### src/rtl/i3c_timec_seq_if.sv
// Bus between the SCL-domain protocol engine / readout mux and the IBI time-control sequencer.
// The master drives strobes and configuration; the slave returns capture bytes and status.
interface i3c_timec_seq_if #(
  parameter int NUM_MARKS = 2
);
  logic [1:0]           timec_ena;
  logic [7:0]           prescale;
  logic                 event_start;
  logic [NUM_MARKS-1:0] mark_in;
  logic                 clr_stat;
  logic [3:0]           info_sel;
  logic [7:0]           info_byte;
  logic                 timec_valid;
  logic                 time_overflow;
  logic                 busy;

  modport master (
    output timec_ena, prescale, event_start, mark_in, clr_stat, info_sel,
    input  info_byte, timec_valid, time_overflow, busy
  );

  modport slave (
    input  timec_ena, prescale, event_start, mark_in, clr_stat, info_sel,
    output info_byte, timec_valid, time_overflow, busy
  );
endinterface

### src/rtl/i3c_timec_seq.sv
// I3C IBI time-control sequencer: times start -> mark0 -> ... -> mark(N-1) on CLK_SLOW
// through a shared prescaler and presents each captured interval byte-wise for readout.
module i3c_timec_seq #(
  parameter int NUM_MARKS   = 2,
  parameter int T1_W        = 16,
  parameter int SYNC_STAGES = 2
) (
  input  logic           CLK_SLOW,
  input  logic           RSTn,
  i3c_timec_seq_if.slave bus
);

  // state   | meaning
  // ST_IDLE | waiting for a start pulse with timec_ena[0]=1
  // ST_RUN0 | timing event start -> mark 0 (T1_W-bit count)
  // ST_RUN1 | timing mark 0 -> mark 1 (8-bit count)
  // ST_RUN2 | timing mark 1 -> mark 2 (8-bit count)
  // ST_RUN3 | timing mark 2 -> mark 3 (8-bit count)
  typedef enum logic [2:0] {
    ST_IDLE = 3'd0,
    ST_RUN0 = 3'd1,
    ST_RUN1 = 3'd2,
    ST_RUN2 = 3'd3,
    ST_RUN3 = 3'd4
  } state_t;

  localparam logic [T1_W-1:0] C_MAX0  = {T1_W{1'b1}};
  localparam logic [T1_W-1:0] C_MAXK  = T1_W'(8'hFF);
  localparam logic [1:0]      C_LAST  = 2'(NUM_MARKS - 1);
  localparam int              C_T1_BY = T1_W / 8;

  logic [SYNC_STAGES-1:0] r_start_sync;
  logic [NUM_MARKS-1:0]   r_mark_sync [SYNC_STAGES];
  logic                   r_start_prev;
  logic [NUM_MARKS-1:0]   r_mark_prev;
  logic                   w_start_pls;
  logic [NUM_MARKS-1:0]   w_mark_pls;

  state_t          r_state;
  state_t          w_state_nxt;
  logic [1:0]      w_idx;
  logic            w_last;
  logic            w_mark_cur;
  logic            w_run;
  logic            w_tick;
  logic            w_sat;
  logic            w_enter;
  logic            w_capture;
  logic            w_sat_abort;
  logic            w_finish;
  logic            w_ovf_set;
  logic [T1_W-1:0] r_cnt;
  logic [T1_W-1:0] w_cnt_inc;
  logic [T1_W-1:0] w_cnt_max;
  logic [T1_W-1:0] w_cap_val;
  logic [7:0]      r_psc;
  logic [7:0]      r_ps_lat;
  logic [T1_W-1:0] r_tc [NUM_MARKS];
  logic            r_seq_ovf;
  logic            r_valid;
  logic            r_ovf;
  logic [7:0]      w_info;

  always_ff @(posedge CLK_SLOW or negedge RSTn) begin
    if (!RSTn) begin
      r_start_sync <= '0;
      r_start_prev <= 1'b0;
      r_mark_prev  <= '0;
      for (int i = 0; i < SYNC_STAGES; i++) r_mark_sync[i] <= '0;
    end else begin
      r_start_sync   <= {r_start_sync[SYNC_STAGES-2:0], bus.event_start};
      r_mark_sync[0] <= bus.mark_in;
      for (int i = 1; i < SYNC_STAGES; i++) r_mark_sync[i] <= r_mark_sync[i-1];
      r_start_prev   <= r_start_sync[SYNC_STAGES-1];
      r_mark_prev    <= r_mark_sync[SYNC_STAGES-1];
    end
  end

  assign w_start_pls = r_start_sync[SYNC_STAGES-1] & ~r_start_prev;
  assign w_mark_pls  = r_mark_sync[SYNC_STAGES-1] & ~r_mark_prev;

  always_comb begin
    w_idx = 2'd0;
    case (r_state)
      ST_RUN1: w_idx = 2'd1;
      ST_RUN2: w_idx = 2'd2;
      ST_RUN3: w_idx = 2'd3;
      default: w_idx = 2'd0;
    endcase
  end

  always_comb begin
    w_mark_cur = 1'b0;
    for (int k = 0; k < NUM_MARKS; k++) begin
      if (w_idx == 2'(k)) w_mark_cur = w_mark_pls[k];
    end
  end

  assign w_last    = (w_idx == C_LAST);
  assign w_run     = (r_state != ST_IDLE) && bus.timec_ena[0];
  assign w_tick    = (r_psc == r_ps_lat);
  assign w_cnt_inc = r_cnt + 1'b1;
  assign w_cnt_max = (w_idx == 2'd0) ? C_MAX0 : C_MAXK;
  assign w_sat     = w_run && w_tick && (w_cnt_inc == w_cnt_max);
  // The capture edge's own tick is part of the interval.
  assign w_cap_val = w_tick ? w_cnt_inc : r_cnt;

  always_comb begin
    w_state_nxt = r_state;
    w_enter     = 1'b0;
    w_capture   = 1'b0;
    w_sat_abort = 1'b0;
    w_finish    = 1'b0;
    if (!bus.timec_ena[0]) begin
      w_state_nxt = ST_IDLE;
    end else if (r_state == ST_IDLE) begin
      if (w_start_pls) begin
        w_state_nxt = ST_RUN0;
        w_enter     = 1'b1;
      end
    end else if (w_start_pls && bus.timec_ena[1]) begin
      w_state_nxt = ST_RUN0;
      w_enter     = 1'b1;
    end else if (w_mark_cur) begin
      w_capture = 1'b1;
      if (w_last) begin
        w_state_nxt = ST_IDLE;
        w_finish    = 1'b1;
      end else begin
        w_state_nxt = state_t'(r_state + 3'd1);
      end
    end else if (w_sat) begin
      w_state_nxt = ST_IDLE;
      w_sat_abort = 1'b1;
    end
  end

  assign w_ovf_set = (w_capture || w_sat_abort) && w_sat;

  always_ff @(posedge CLK_SLOW or negedge RSTn) begin
    if (!RSTn) begin
      r_state   <= ST_IDLE;
      r_cnt     <= '0;
      r_psc     <= '0;
      r_ps_lat  <= '0;
      r_seq_ovf <= 1'b0;
      for (int k = 0; k < NUM_MARKS; k++) r_tc[k] <= '0;
    end else begin
      r_state <= w_state_nxt;
      if (w_enter) begin
        r_cnt     <= '0;
        r_psc     <= '0;
        r_ps_lat  <= bus.prescale;
        r_seq_ovf <= 1'b0;
      end else if (w_run) begin
        // prescale is only re-sampled at a wrap so a tick period is never cut short
        if (w_tick) begin
          r_psc    <= '0;
          r_ps_lat <= bus.prescale;
        end else begin
          r_psc <= r_psc + 8'd1;
        end
        if (w_capture || w_sat_abort) begin
          r_cnt <= '0;
        end else if (w_tick) begin
          r_cnt <= w_cnt_inc;
        end
        for (int k = 0; k < NUM_MARKS; k++) begin
          if ((w_capture || w_sat_abort) && (w_idx == 2'(k))) r_tc[k] <= w_cap_val;
        end
        if (w_sat) r_seq_ovf <= 1'b1;
      end
    end
  end

  always_ff @(posedge CLK_SLOW or negedge RSTn) begin
    if (!RSTn) begin
      r_valid <= 1'b0;
      r_ovf   <= 1'b0;
    end else begin
      if (w_finish && !r_seq_ovf && !w_sat) begin
        r_valid <= 1'b1;
      end else if (w_enter || bus.clr_stat) begin
        r_valid <= 1'b0;
      end
      if (w_ovf_set) begin
        r_ovf <= 1'b1;
      end else if (bus.clr_stat) begin
        r_ovf <= 1'b0;
      end
    end
  end

  // Byte map: TC[0] little-endian, then the low byte of each later interval.
  always_comb begin
    w_info = 8'h00;
    for (int b = 0; b < C_T1_BY; b++) begin
      if (bus.info_sel == 4'(b)) w_info = r_tc[0][8*b +: 8];
    end
    for (int k = 1; k < NUM_MARKS; k++) begin
      if (bus.info_sel == 4'(C_T1_BY + k - 1)) w_info = r_tc[k][7:0];
    end
  end

  assign bus.info_byte     = w_info;
  assign bus.timec_valid   = r_valid;
  assign bus.time_overflow = r_ovf;
  assign bus.busy          = (r_state != ST_IDLE);

endmodule

### src/flat_wrapper.sv
// flat-port wrapper written by rule: the top's interface ports become plain ports
module i3c_timec_seq_flat 
#(
  parameter int NUM_MARKS   = 2,
  parameter int T1_W        = 16,
  parameter int SYNC_STAGES = 2
)
  (CLK_SLOW, RSTn, bus_timec_ena, bus_prescale, bus_event_start, bus_mark_in, bus_clr_stat, bus_info_sel, bus_info_byte, bus_timec_valid, bus_time_overflow, bus_busy);
  i3c_timec_seq_if #(.NUM_MARKS(NUM_MARKS)) bus_i ();
  input  logic CLK_SLOW;
  input  logic RSTn;
  input wire logic [$bits(bus_i.timec_ena)-1:0] bus_timec_ena;
  input wire logic [$bits(bus_i.prescale)-1:0] bus_prescale;
  input wire logic [$bits(bus_i.event_start)-1:0] bus_event_start;
  input wire logic [$bits(bus_i.mark_in)-1:0] bus_mark_in;
  input wire logic [$bits(bus_i.clr_stat)-1:0] bus_clr_stat;
  input wire logic [$bits(bus_i.info_sel)-1:0] bus_info_sel;
  output wire logic [$bits(bus_i.info_byte)-1:0] bus_info_byte;
  output wire logic [$bits(bus_i.timec_valid)-1:0] bus_timec_valid;
  output wire logic [$bits(bus_i.time_overflow)-1:0] bus_time_overflow;
  output wire logic [$bits(bus_i.busy)-1:0] bus_busy;
  assign bus_i.timec_ena = bus_timec_ena;
  assign bus_i.prescale = bus_prescale;
  assign bus_i.event_start = bus_event_start;
  assign bus_i.mark_in = bus_mark_in;
  assign bus_i.clr_stat = bus_clr_stat;
  assign bus_i.info_sel = bus_info_sel;
  assign bus_info_byte = bus_i.info_byte;
  assign bus_timec_valid = bus_i.timec_valid;
  assign bus_time_overflow = bus_i.time_overflow;
  assign bus_busy = bus_i.busy;
  i3c_timec_seq #(.NUM_MARKS(NUM_MARKS), .T1_W(T1_W), .SYNC_STAGES(SYNC_STAGES)) u_core (.CLK_SLOW(CLK_SLOW), .RSTn(RSTn), .bus(bus_i));
endmodule
### config.mk
export PLATFORM = sky130hd
export DESIGN_NAME = i3c_timec_seq_flat
export DESIGN_NICKNAME = d
export VERILOG_FILES = /design/src/rtl/i3c_timec_seq_if.sv /design/src/rtl/i3c_timec_seq.sv /design/src/flat_wrapper.sv
export SDC_FILE = /design/constraint.sdc
export NUM_CORES = 1
export LEC_CHECK = 0
export ABC_CLOCK_PERIOD_IN_PS = 3580
export CAP_MARGIN = 15
export CORE_MARGIN = 2
export CORE_UTILIZATION = 55
export CTS_CLUSTER_DIAMETER = 60
export DETAILED_ROUTE_END_ITERATION = 10
export PLACE_DENSITY = 0.74
export SLEW_MARGIN = 10
export SYNTH_ARGS = -nofsm -noshare
export SYNTH_HDL_FRONTEND = slang
export SYNTH_SLANG_ARGS = --single-unit
### constraint.sdc
create_clock -name CLK_SLOW -period 3.58 [get_ports CLK_SLOW]
set_input_delay 0.716 -clock CLK_SLOW [delete_from_list [all_inputs] [get_ports CLK_SLOW]]
set_output_delay 0.716 -clock CLK_SLOW [all_outputs]
set_load 0.02 [all_outputs]
# After elaboration in Yosys (flattened, before gate mapping)
# Index checks and enable logic that the tools add are counted.
[word_totals] register_bits=71 input_bits=20 out_inout_bits=11
[op_classes] bitwise=5 n_reduce_logical=27 muxes=49 n_addsub=3 eq_ne=10
[op_table] op="$mux 16" count=5
[op_table] op="$mux 8" count=9
[op_table] op="$mux 1" count=27
[op_table] op="$mux 3" count=7
[op_table] op="$add 16x1->16 const B" count=1
[op_table] op="$eq 16x16->1" count=1
[op_table] op="$reduce_bool 2->1" count=5
[op_table] op="$logic_and 1x1->1" count=9
[op_table] op="$add 8x1->8 const B" count=1
[op_table] op="$eq 8x8->1" count=1
[op_table] op="$eq 3x2->1 const B" count=2
[op_table] op="$pmux 2 s3" count=1
[op_table] op="$reduce_and 2->1" count=3
[op_table] op="$reduce_and 3->1" count=2
[op_table] op="$ne 5x1->1 const B" count=1
[op_table] op="$eq 4x1->1 const B" count=1
[op_table] op="$eq 4x2->1 const B" count=1
[op_table] op="$logic_not 4->1" count=1
[op_table] op="$add 3x1->3 const B" count=1
[op_table] op="$eq 3x3->1 const B" count=1
[op_table] op="$logic_not 3->1" count=1
[op_table] op="$ne 3x2->1 const B" count=1
[op_table] op="$reduce_bool 3->1" count=1
[op_table] op="$and 2x2->2" count=1
[op_table] op="other kinds (7)" count=10

# Longest topological paths before layout
# Gate-level depths: netlist of the first run.
[logic_depth] ltp_word=15 mapped_depth=12 mapped_depth_nobuf=10

# Worst setup path after synthesis of the first run
# Ideal clock, no wire load.
[synth_path] kind="input -> output" startpoint="input bus_info_sel[3]" endpoint="output bus_info_byte[0]" setup_slack_ps=955 arrival_time_ps=1909 cell_stages=3 path_cell_list="nor4b_1 -> a22oi_1 -> nand2_1"
[synth_between] elab_chain_len=4 word_cells_on_any_way=6
[synth_rtl] element="from (decl)" line="flat_wrapper.sv:17" text="input wire logic [$bits(bus_i.info_sel)-1:0] bus_info_sel;"
[synth_rtl] element="$logic_not 4->1" line="i3c_timec_seq.sv:198" text="if (bus.info_sel == 4'(b)) w_info = r_tc[0][8*b +: 8];"
[synth_rtl] element="$mux 8 (2 in a row)" line="i3c_timec_seq.sv:198"
[synth_rtl] element="$mux 8 (*)" line="i3c_timec_seq.sv:201" text="if (bus.info_sel == 4'(C_T1_BY + k - 1)) w_info = r_tc[k][7:0];"
[synth_rtl] element="to (decl)" line="flat_wrapper.sv:18" text="output wire logic [$bits(bus_i.info_byte)-1:0] bus_info_byte;"
# Every way passes the cells marked *; elsewhere a longest branch is shown, timed or not.

# Worst setup path in the final report of the first run
[layout_path] startpoint="input bus_info_sel[3]" endpoint="output bus_info_byte[1]"
# Same word-level chain as after synthesis.

==> impl_metrics.ini, run 1 <==
[floorplanning]
die_x_um = 89.8
io_pins = 31
die_h_um = 89.8
core-area_um2 = 7180
fp.dieArea_um2 = 8060
fp-row-count = 31
start_util = 0.564

[sta]
worst_slew_pin_slew_ns = 0.842
fin_crit_sh = 0.888
slew_viol_final = 0
skew_ns = 0.0115
finalSetupViolCount = 0
rsz0062_at_grt = no
hold_violations = 0
slew_headroom = 0.434
fin_tns_setup_ns = 0
period_minus_slack_ns = 3.18
clock.fmax_mhz = 315

[detailed_routing]
avgViaCountPerCell = 5.75
drt-total-wl_um = 8020
drc = 0
wire_per_inst_um = 16.0
ant_nets = 0
first_pass_iters = 4
via_count = 2881
drtIter0Drc = 178

[worst_setup_path]
crit_start = bus_info_sel[3]
r2r-start = u_core.r_state[0]$_DFFE_PN0P_
critical_path_class = in -> out
path_cells = clkdlybuf4s50_1 -> nor4b_1 -> buf_4 -> a22oi_1 -> nand2_1 -> clkdlybuf4s50_1
critical_path_arrival_ns = 2.46
cpPeakStageDelay_ns = 0.60
cp-start-kind = input port
worst_path_most_repeated_cell = clkdlybuf4s50_1
crit_family = buffers and inverters
crit_buf_inv = 3
worstPathMaxFanout = 8
slowest_stage = clkdlybuf4s50_1
end_kind = output port
required_ns = 2.86

[yosys]
syn_area_um2 = 4050
syn_nets = 396
ys_seq_area_frac = 0.439
syn_avg_cell_area_um2 = 10.9
synth-edff-count = 0
synth_top_family_by_area = simple AND/OR/NAND/NOR gates
synth_flop_cell = dfrtp_1
async_flop_share = 1.00
ys_warn_count = 0
ys_seq_elements = 71
synthMuxAreaShare = 0.0983
synth_cells = 370
synth-simple-area-share = 0.185
synth-compound-area-share = 0.129
yosysUniqueCellTypes = 65
synthXorXnorAreaFrac = 0.0714
synthAdderAreaFrac = 0.0186

[clock_tree]
clkLatencyLatePin_ns = 0.35
cts_tree = done
clock_path_buffers = 2
cts_root_buffer = clkbuf_8
htreeDepth = 3
hold_buffers = 0
cts_num_sinks = 71
post_cts_buffers = 0
cts_buffers = 9
ctsResizeCount = 0
clk_pin_slew_ns = 0.08

[min_path]
hold_class = reg -> reg
worstHoldStart = u_core.r_mark_sync[3]$_DFF_PN0_

[grt]
grt_pass1_vias = 2836
antenna_found_initial = 0
gr-total-overflow = 0
grt_pass1_wl_um = 13600
grt_max_degree = 40
grt_usage = 0.209

[job]
maxCapViolations = 0

[pwr]
p_leak_nw = 2.03
irDropWorstVdd_uv = 262
power_density_nw_per_um2 = 404

[layout]
area_growth_pct = 12.7
mostFrequentLayoutCells = dfrtp_1, nand2_1, clkdlybuf4s50_1, mux2_2, xnor2_1
antennaDiodeCount = 0
drive_gt1_frac = 0.197
nNetsFinal = 423
instances_no_fill = 501
final_common_cell = dfrtp_1

[placed_design]
dpl.cell_count = 485
place.gp.congestion = 0.893
hpwl_um = 5750
portBuffers = 30

[status]
status = completed
## cell type report
class                           instances  area [µm²]
Clock inverter                          5        80.1
Multi-Input combinational cell        269        2030
Clock buffer                           11         151
Timing Repair Buffer                   37         360
Sequential cell                        71        1780
Fill cell                             584        2620
Tap cell                               99         124
Inverter                                9        33.8
## path summary, 6_finish.rpt
path                       slack [ns]  cells after the start                               to
setup / recovery                 0.40                      6                 bus_info_byte[1]
hold / removal                   0.35                      0  u_core.r_mark_sync[1]$_DFF_PN0_
setup reg to reg                 0.65                      9      u_core.r_tc[16]$_DFFE_PN0P_
hold reg to reg                  0.35                      0  u_core.r_mark_sync[1]$_DFF_PN0_
max in group asynchronous        2.46                      2   u_core.r_ps_lat[0]$_DFFE_PN0P_
min in group asynchronous        0.44                      1      u_core.r_tc[22]$_DFFE_PN0P_
## metal layers
layer	GRT usage	vias to the layer above	share of wire
li1	-	1375	-
met1	0.274	1418	0.45
met2	0.348	74	0.49
met3	0.0360	14	0.042
met4	0.0782	0	0.017
met5	0	-	0
## metrics by stage
step	instance area (µm²)	setup slack [ns]	power [W]	utilization	hold WS (ns)
floorplan	4050	0.955	0.00104	-	0.331
global placement	4330	0.471	0.00112	0.603	0.334
detailed placement	4330	0.389	0.00113	0.603	0.336
CTS	4560	0.386	0.00186	0.635	0.354
global route	4560	0.268	0.00192	0.635	0.368
finish	4560	0.402	0.00184	0.635	0.352
## cells by family after synthesis
kind of cell	count (synthesis)
and+or+nand+nor	127
AOI/OAI and AO/OA	71
DFF	71
xor gates and xnor gates	33
muxes	32
buffers and inverters	30
adders and majority gates	6
## registers in the layout, summed over array words and instances (netlist names)
name                      count
u_core.r_start_prev           1
u_core.r_state                3
u_core.r_ps_lat               8
u_core.r_psc                  8
u_core.bus.time_overflow      1
u_core.r_tc                  24
u_core.r_start_sync           2
u_core.r_mark_sync            4
u_core.r_cnt                 16
u_core.bus.timec_valid        1
u_core.r_mark_prev            2
u_core.r_seq_ovf              1
## cell usage after synthesis (3+ instances only)
library cell / n / area (µm²)
and3_2: 3 / 22.5
dfrtp_1: 71 / 1780
a31oi_1: 13 / 81.3
ha_1: 6 / 75.1
nor4_1: 3 / 18.8
o31ai_1: 3 / 22.5
nor2_1: 16 / 60.1
nor3b_1: 3 / 22.5
nand3b_1: 4 / 30.0
and3_1: 5 / 31.3
nand3_1: 5 / 25.0
buf_4: 3 / 22.5
nor3_1: 5 / 25.0
o21ai_0: 12 / 60.1
nand2_1: 41 / 154
a21oi_1: 13 / 65.1
mux2_4: 10 / 150
xnor2_1: 17 / 149
inv_1: 9 / 33.8
xor2_1: 16 / 140
clkbuf_8: 4 / 55.1
mux2_2: 22 / 248
or2b_1: 6 / 45.0
a22oi_1: 8 / 60.1
nor2b_1: 3 / 18.8
nand4_1: 10 / 62.6
a22o_1: 4 / 35.0
buf_6: 7 / 78.8
## report_power, final
part / switching, W / internal [W] / total, W
sequential: 0.0000430 / 0.000850 / 0.000893
clock: 0.000300 / 0.000429 / 0.000729
combinational: 0.000113 / 0.000107 / 0.000220
total: 0.000456 / 0.00139 / 0.00184
Note: power is estimated with default switching activity, not from simulation.
==> run 2: changes to the inputs <==
CAP_MARGIN = unset   (was 15)
==> results of run 2 <==
No change in the layout: final DEF, timing and power equal those of run 1.
==> run 3: changes to the inputs <==
CTS_CLUSTER_DIAMETER = unset   (was 60)
==> results of run 3 <==
No change in the layout: final DEF, timing and power equal those of run 1.
